==> src/rtl/reg_share_arbiter_pkg.sv <==
//------------------------------------------------------------------------------
// Module   : reg_arb_pkg
// Purpose  : Shared types and default constants for reg_share_arbiter.
// Revision : 1.0 - initial release
//------------------------------------------------------------------------------
`default_nettype none

package reg_arb_pkg;

  // Write transaction sequencer states
  typedef enum logic [1:0] {
    IDLE  = 2'd0,
    GRANT = 2'd1,
    ACK   = 2'd2
  } state_t;

  localparam int NREQ_DEFAULT  = 4;
  localparam int WIDTH_DEFAULT = 4;
  localparam int IDW_DEFAULT   = 2;

endpackage : reg_arb_pkg

`default_nettype wire

==> src/rtl/reg_share_arbiter_rr_picker.sv <==
//------------------------------------------------------------------------------
// Module   : rr_picker
// Purpose  : Combinational round-robin selector. Returns the first set request
//            bit at or above the pointer, wrapping modulo NREQ. Pointer values
//            outside 0..NREQ-1 are treated as 0.
// Revision : 1.0 - initial release
//------------------------------------------------------------------------------
`default_nettype none

module rr_picker #(
  parameter int NREQ = 4,
  parameter int IDW  = 2
) (
  input  logic [NREQ-1:0] req,
  input  logic [IDW-1:0]  ptr,
  output logic            found,
  output logic [IDW-1:0]  idx
);

  int          ptr_eff;
  int          cand;
  logic [NREQ-1:0] req_rot;

  // Scan upward from the effective pointer; first hit wins
  always_comb begin
    found   = 1'b0;
    idx     = '0;
    cand    = 0;
    req_rot = '0;
    ptr_eff = (int'(ptr) >= NREQ) ? 0 : int'(ptr);
    for (int k = 0; k < NREQ; k++) begin
      cand = ptr_eff + k;
      if (cand >= NREQ) begin
        cand = cand - NREQ;
      end
      req_rot = req >> cand;
      if (!found && req_rot[0]) begin
        found = 1'b1;
        idx   = cand[IDW-1:0];
      end
    end
  end

endmodule : rr_picker

`default_nettype wire

==> src/rtl/reg_share_arbiter.sv <==
//------------------------------------------------------------------------------
// Module   : reg_share_arbiter
// Purpose  : Round-robin write controller sharing one WIDTH-bit register
//            between NREQ requesters through a grant/ack handshake.
//            Optional macro REG_ARB_OWNER_EN adds last_owner and valid outputs.
// Revision : 1.0 - initial release
//------------------------------------------------------------------------------
`default_nettype none

module reg_share_arbiter
  import reg_arb_pkg::*;
#(
  parameter int NREQ  = NREQ_DEFAULT,
  parameter int WIDTH = WIDTH_DEFAULT,
  parameter int IDW   = IDW_DEFAULT
) (
  input  logic                  clk,
  input  logic                  rst_n,
  input  logic [NREQ-1:0]       req,
  input  logic [NREQ*WIDTH-1:0] wdata,
  output logic [NREQ-1:0]       gnt,
  output logic [NREQ-1:0]       ack,
  output logic [WIDTH-1:0]      q,
  output logic                  busy
`ifdef REG_ARB_OWNER_EN
  ,
  output logic [IDW-1:0]        last_owner,
  output logic                  valid
`endif
);

  state_t            state_q, state_d;
  logic [IDW-1:0]    owner_q, owner_d;
  logic [IDW-1:0]    ptr_q, ptr_d;
  logic [WIDTH-1:0]  data_q;
  logic              run_q;
  logic              load;
  logic              pick_found;
  logic [IDW-1:0]    pick_idx;
  logic [NREQ-1:0]   owner_oh;
  logic              owner_req;

  rr_picker #(
    .NREQ (NREQ),
    .IDW  (IDW)
  ) u_rr_picker (
    .req   (req),
    .ptr   (ptr_q),
    .found (pick_found),
    .idx   (pick_idx)
  );

  assign owner_oh  = NREQ'(1) << owner_q;
  assign owner_req = |(req & owner_oh);

  // Release from reset takes effect one edge later, so arbitration starts on
  // the second edge after rst_n rises
  always_ff @(posedge clk or negedge rst_n) begin
    if (!rst_n) begin
      run_q <= 1'b0;
    end else begin
      run_q <= 1'b1;
    end
  end

  // FSM, owner and round-robin pointer registers
  always_ff @(posedge clk or negedge rst_n) begin
    if (!rst_n) begin
      state_q <= IDLE;
      owner_q <= '0;
      ptr_q   <= '0;
    end else begin
      state_q <= state_d;
      owner_q <= owner_d;
      ptr_q   <= ptr_d;
    end
  end

  // Next-state logic: pick in IDLE, commit or abort in GRANT, advance in ACK
  always_comb begin
    state_d = state_q;
    owner_d = owner_q;
    ptr_d   = ptr_q;
    load    = 1'b0;
    case (state_q)
      IDLE: begin
        if (run_q && pick_found) begin
          owner_d = pick_idx;
          state_d = GRANT;
        end
      end
      GRANT: begin
        if (owner_req) begin
          load    = 1'b1;
          state_d = ACK;
        end else begin
          // Owner withdrew: no write, pointer stays put
          state_d = IDLE;
        end
      end
      ACK: begin
        ptr_d   = (owner_q == IDW'(NREQ - 1)) ? '0 : owner_q + 1'b1;
        state_d = IDLE;
      end
      default: begin
        state_d = IDLE;
      end
    endcase
  end

  // Shared storage register; async clear discards any in-flight write
  always_ff @(posedge clk or negedge rst_n) begin
    if (!rst_n) begin
      data_q <= '0;
    end else if (load) begin
      data_q <= wdata[owner_q*WIDTH +: WIDTH];
    end
  end

`ifdef REG_ARB_OWNER_EN
  logic [IDW-1:0] last_owner_q;
  logic           valid_q;

  // Record who committed the latest write; valid is sticky until reset
  always_ff @(posedge clk or negedge rst_n) begin
    if (!rst_n) begin
      last_owner_q <= '0;
      valid_q      <= 1'b0;
    end else if (load) begin
      last_owner_q <= owner_q;
      valid_q      <= 1'b1;
    end
  end

  assign last_owner = last_owner_q;
  assign valid      = valid_q;
`endif

  assign gnt  = (state_q == GRANT) ? owner_oh : '0;
  assign ack  = (state_q == ACK)   ? owner_oh : '0;
  assign q    = data_q;
  assign busy = (state_q != IDLE);

endmodule : reg_share_arbiter

`default_nettype wire

==> config.mk <==
export PLATFORM = sky130hd
export DESIGN_NAME = reg_share_arbiter
export DESIGN_NICKNAME = d
export VERILOG_FILES = /design/src/rtl/reg_share_arbiter_pkg.sv /design/src/rtl/reg_share_arbiter_rr_picker.sv /design/src/rtl/reg_share_arbiter.sv
export SDC_FILE = /design/constraint.sdc
export NUM_CORES = 1
export LEC_CHECK = 0
export ABC_CLOCK_PERIOD_IN_PS = 2300
export CORE_ASPECT_RATIO = 0.6
export CORE_MARGIN = 2
export CORE_UTILIZATION = 39
export DETAILED_ROUTE_END_ITERATION = 12
export PLACE_DENSITY = 0.75
export SYNTH_ARGS = -nofsm -noshare
export SYNTH_HDL_FRONTEND = slang
export SYNTH_SLANG_ARGS = --single-unit
==> constraint.sdc <==
create_clock -name clk -period 2.3 [get_ports clk]
set_clock_uncertainty 0.2 [all_clocks]
set_input_delay 0.23 -clock clk [delete_from_list [all_inputs] [get_ports clk]]
set_output_delay 0.23 -clock clk [all_outputs]
set_load 0.01 [all_outputs]
==> key figures <==
Power and ir drop
  • Gate power share: 0.655
  • Pwr Density: 1190 mW/mm^2
  • Clk pwr share: 0.114
  • Reg power frac: 0.231
  • Maximum vdd ir drop: 0.000507 V
  • Switching share of power: 0.400
  • Sw power: 0.675 mW
  • Pint: 1.01 mW
  • Leakage power: 0.591 nW
  • PnR Total Power: 1.69 mW

Critical path
  • Crit path arrival time: 2.13 ns
  • Startpoint types: flip-flop
  • CP required: 2.22 ns
  • CP endpoint kind: flip-flop
  • R2R Path Start: ptr_q[1]$_DFFE_PN0P_
  • Internal reg-to-reg setup slack: 0.09 ns
  • Slowest Stage Delay on Critical Path: 0.56 ns
  • Slowest-stage cell, CP: or4b_1
  • Worst-path cell chain: inv_1, ha_2, and3_2, nor4_4, or4b_1, o211a_1
  • Crit-path max FO: 7
  • Worst Reg-to-Reg Cells: 6
  • WS Path Type: flip-flop to flip-flop
  • Reg2reg end: owner_q[1]$_DFFE_PN0P_

Synthesis
  • Most frequent cells after synthesis: dfrtp_1 (11), ha_1 (9), and2_1 (8), inv_1 (6), nor2_1 (6)
  • Largest cells by area after synthesis: dfrtp_1 (29%), ha_1 (12%), mux4_2 (9.5%)
  • Post-synth EDFFs: 0
  • Cell variety after synth: 36
  • Count leader, synth: dfrtp_1
  • Post-synth top area cell: dfrtp_1
  • Synthesis warning total: 0
  • Synth top area share: 0.290
  • Syn Area/Cell: 10.9 sq um
  • Synth Cell Area: 948 sq um
  • Net Count, Synth: 118
  • Syn Inst Count: 87
  • FFs w/ async S/R, synth: 1.00
  • Register bit total from synthesis: 11
  • Register area share after synthesis: 0.290
  • Prevailing post-synth register cell: dfrtp_1

Die
  • Rows: 13
  • Chip height: 42.2 um
  • IO Pins: 35
  • Initial Utilization: 0.426
  • Die Width: 67.7 um
  • Die area: 0.00286 sq mm
  • Core Box Area: 0.00223 sq mm

Timing
  • Rel. slew slack: 0.635
  • RSZ-0062 raised after global routing: no
  • Slew @ Worst Pin: 0.546 ns
  • Final period util: 0.962
  • Min cycle time layout: 2.21 ns
  • Final hold violation count: 0
  • Final setup fails: 0
  • Max-slew violations: 0
  • Fmax: 452 MHz

Detailed routing
  • 1st-pass router iterations: 4
  • Initial drt markers: 32
  • Vias: 858
  • DRC Markers: 0
  • Antenna viol nets, final: 0
  • WL final: 2450 um
  • Drt wl/cell: 15.3 um
  • Vias per inst: 5.36

Place
  • Port bufs: 34
  • Cell Area, Placed: 0.00136 sq mm
  • HPWL Detailed: 2090 um
  • Routability cong.: 0.926

Worst hold path
  • Worst min path class: input port to async pin

Clock network
  • CTS max path bufs: 2
  • CTS buffer count: 3
  • Htree depth: 1
  • CTS tree: done
  • Clock Latency Late Sink: 0.23 ns
  • CTS clk-pin slew, worst paths: 0.05 ns
  • Root buf cell: clkbuf_8
  • Clock sinks: 11

Global route
  • First-pass GRT wire length: 4020 um
  • Initial antenna violation count: 0
  • GR Util met1: 0.261
  • Top Usage Layer GRT: met2
  • Met2 GRT Util: 0.304
  • Total grt overflow: 0
  • Largest net degree at the start of global routing: 12
  • Total GRT Usage: 0.190
  • Met3 Usage GRT: 0.0457
  • Vias in the first global route: 823

Finish
  • Post-route cell area: 0.00142 sq mm
  • Fillcell total: 159
  • Area Overhead vs Synth: 49.3%
  • Reg area: 278 sq um
  • # nets final: 162
  • Fraction of layout cells with a size suffix above 1: 0.238
  • N_diodes: 0
  • Multi-input logic area: 637 sq um

Job
  • Max-cap violation count: 0

Outcome
  • Status: finished, final reports clean
==> worst max path at each step <==
stage / depth (start not counted) / to / start / slack [ns]
after global placement: 7 / owner_q[1]$_DFFE_PN0P_ / req[1] / 0.06
after floorplan: 7 / owner_q[1]$_DFFE_PN0P_ / ptr_q[0]$_DFFE_PN0P_ / 0.05
after CTS: 6 / owner_q[1]$_DFFE_PN0P_ / ptr_q[0]$_DFFE_PN0P_ / 0.04
final: 6 / owner_q[1]$_DFFE_PN0P_ / ptr_q[1]$_DFFE_PN0P_ / 0.09
after detailed placement: 7 / owner_q[1]$_DFFE_PN0P_ / req[1] / -0.03
after global routing: 6 / owner_q[1]$_DFFE_PN0P_ / ptr_q[1]$_DFFE_PN0P_ / 0.01
==> flip-flops by register name (all words and copies together) (netlist names) <==
name	flops
ptr_q	2
run_q	1
state_q	2
q	4
owner_q	2
==> logic make-up (layout without fill, tap and decap cells) <==
group | after synthesis | in the layout | share of synthesized area
other | 1 | 1 | 0.00395
AO/OA/AOI/OAI | 12 | 12 | 0.0989
adder cells (fa/ha/maj) | 9 | 9 | 0.119
AND/OR/NAND/NOR | 31 | 31 | 0.206
flip-flops | 11 | 11 | 0.290
multiplexers | 14 | 14 | 0.234
XOR/XNOR | 1 | 1 | 0.00924
buffers and inverters | 8 | 51 | 0.0396
==> power by group through the flow <==
stage	Sequential [mW]	Clock, mW	Combinational, mW
final	0.390	0.193	1.11
after global routing	0.407	0.209	1.20
after CTS	0.387	0.198	1.09
after detailed placement	0.389	0	1.09
after global placement	0.385	0	1.05
after floorplan	0.369	0	0.685
==> layer usage <==
layer | vias to the layer above | routed length [um]
met2 | 48 | 1140
met5 | - | 0
met1 | 407 | 1080
li1 | 399 | -
met3 | 4 | 188
met4 | 0 | 41
==> placed cells by master (no fill, tap or decap), types with 2 or more instances in the layout <==
master | netlist | final
clkdlybuf4s50_1 | 0 | 34
dfrtp_1 | 11 | 9
and2_1 | 8 | 8
ha_1 | 9 | 8
inv_1 | 6 | 6
nor2_1 | 6 | 6
buf_4 | 0 | 6
mux4_2 | 4 | 5
mux2_2 | 5 | 5
nand2_1 | 5 | 5
clkbuf_8 | 0 | 3
nor2b_1 | 3 | 2
a22oi_1 | 2 | 2
mux2i_1 | 2 | 2
o21ai_0 | 2 | 2
dfrtp_2 | 0 | 2
==> stage by stage <==
stage / TNS, ns / setup slack (ns) / instances / hold WS (ns) / util
after floorplan: 0 / 0.0512 / 87 / -0.266 / -
after global placement: 0 / 0.0618 / 156 / 0.290 / 0.612
after detailed placement: -0.0327 / -0.0327 / 156 / 0.302 / 0.612
after CTS: 0 / 0.0438 / 160 / 0.153 / 0.633
after global routing: 0 / 0.0125 / 160 / 0.174 / 0.636
final: 0 / 0.0876 / 160 / 0.154 / 0.636
==> critical path, delay by kind of cell, from the launching register on <==
| family | cells | cell delay [ns] |
|---|---|---|
| fa+ha+maj | 1 | 0.40 |
| compound gates | 1 | 0.15 |
| flops | 1 | 0.43 |
| buf+inv | 1 | 0.08 |
| simple gates | 3 | 0.84 |
==> repair_timing <==
item	4_1_cts	5_1_grt
gates resized for setup	1	5
pin swaps	0	0
hold buffers	0	0
cloned	0	0
setup endpoints to repair	1	3
buffers inserted	0	0
==> final cells by class <==
cell class / count / share of cell area
Clock buffer: 4 / 0.0318
Multi-Input combinational cell: 68 / 0.450
Inverter: 6 / 0.0159
Tap cell: 30 / 0.0265
Timing Repair Buffer: 41 / 0.280
Sequential cell: 11 / 0.196
(Power assumes the default switching activity.)
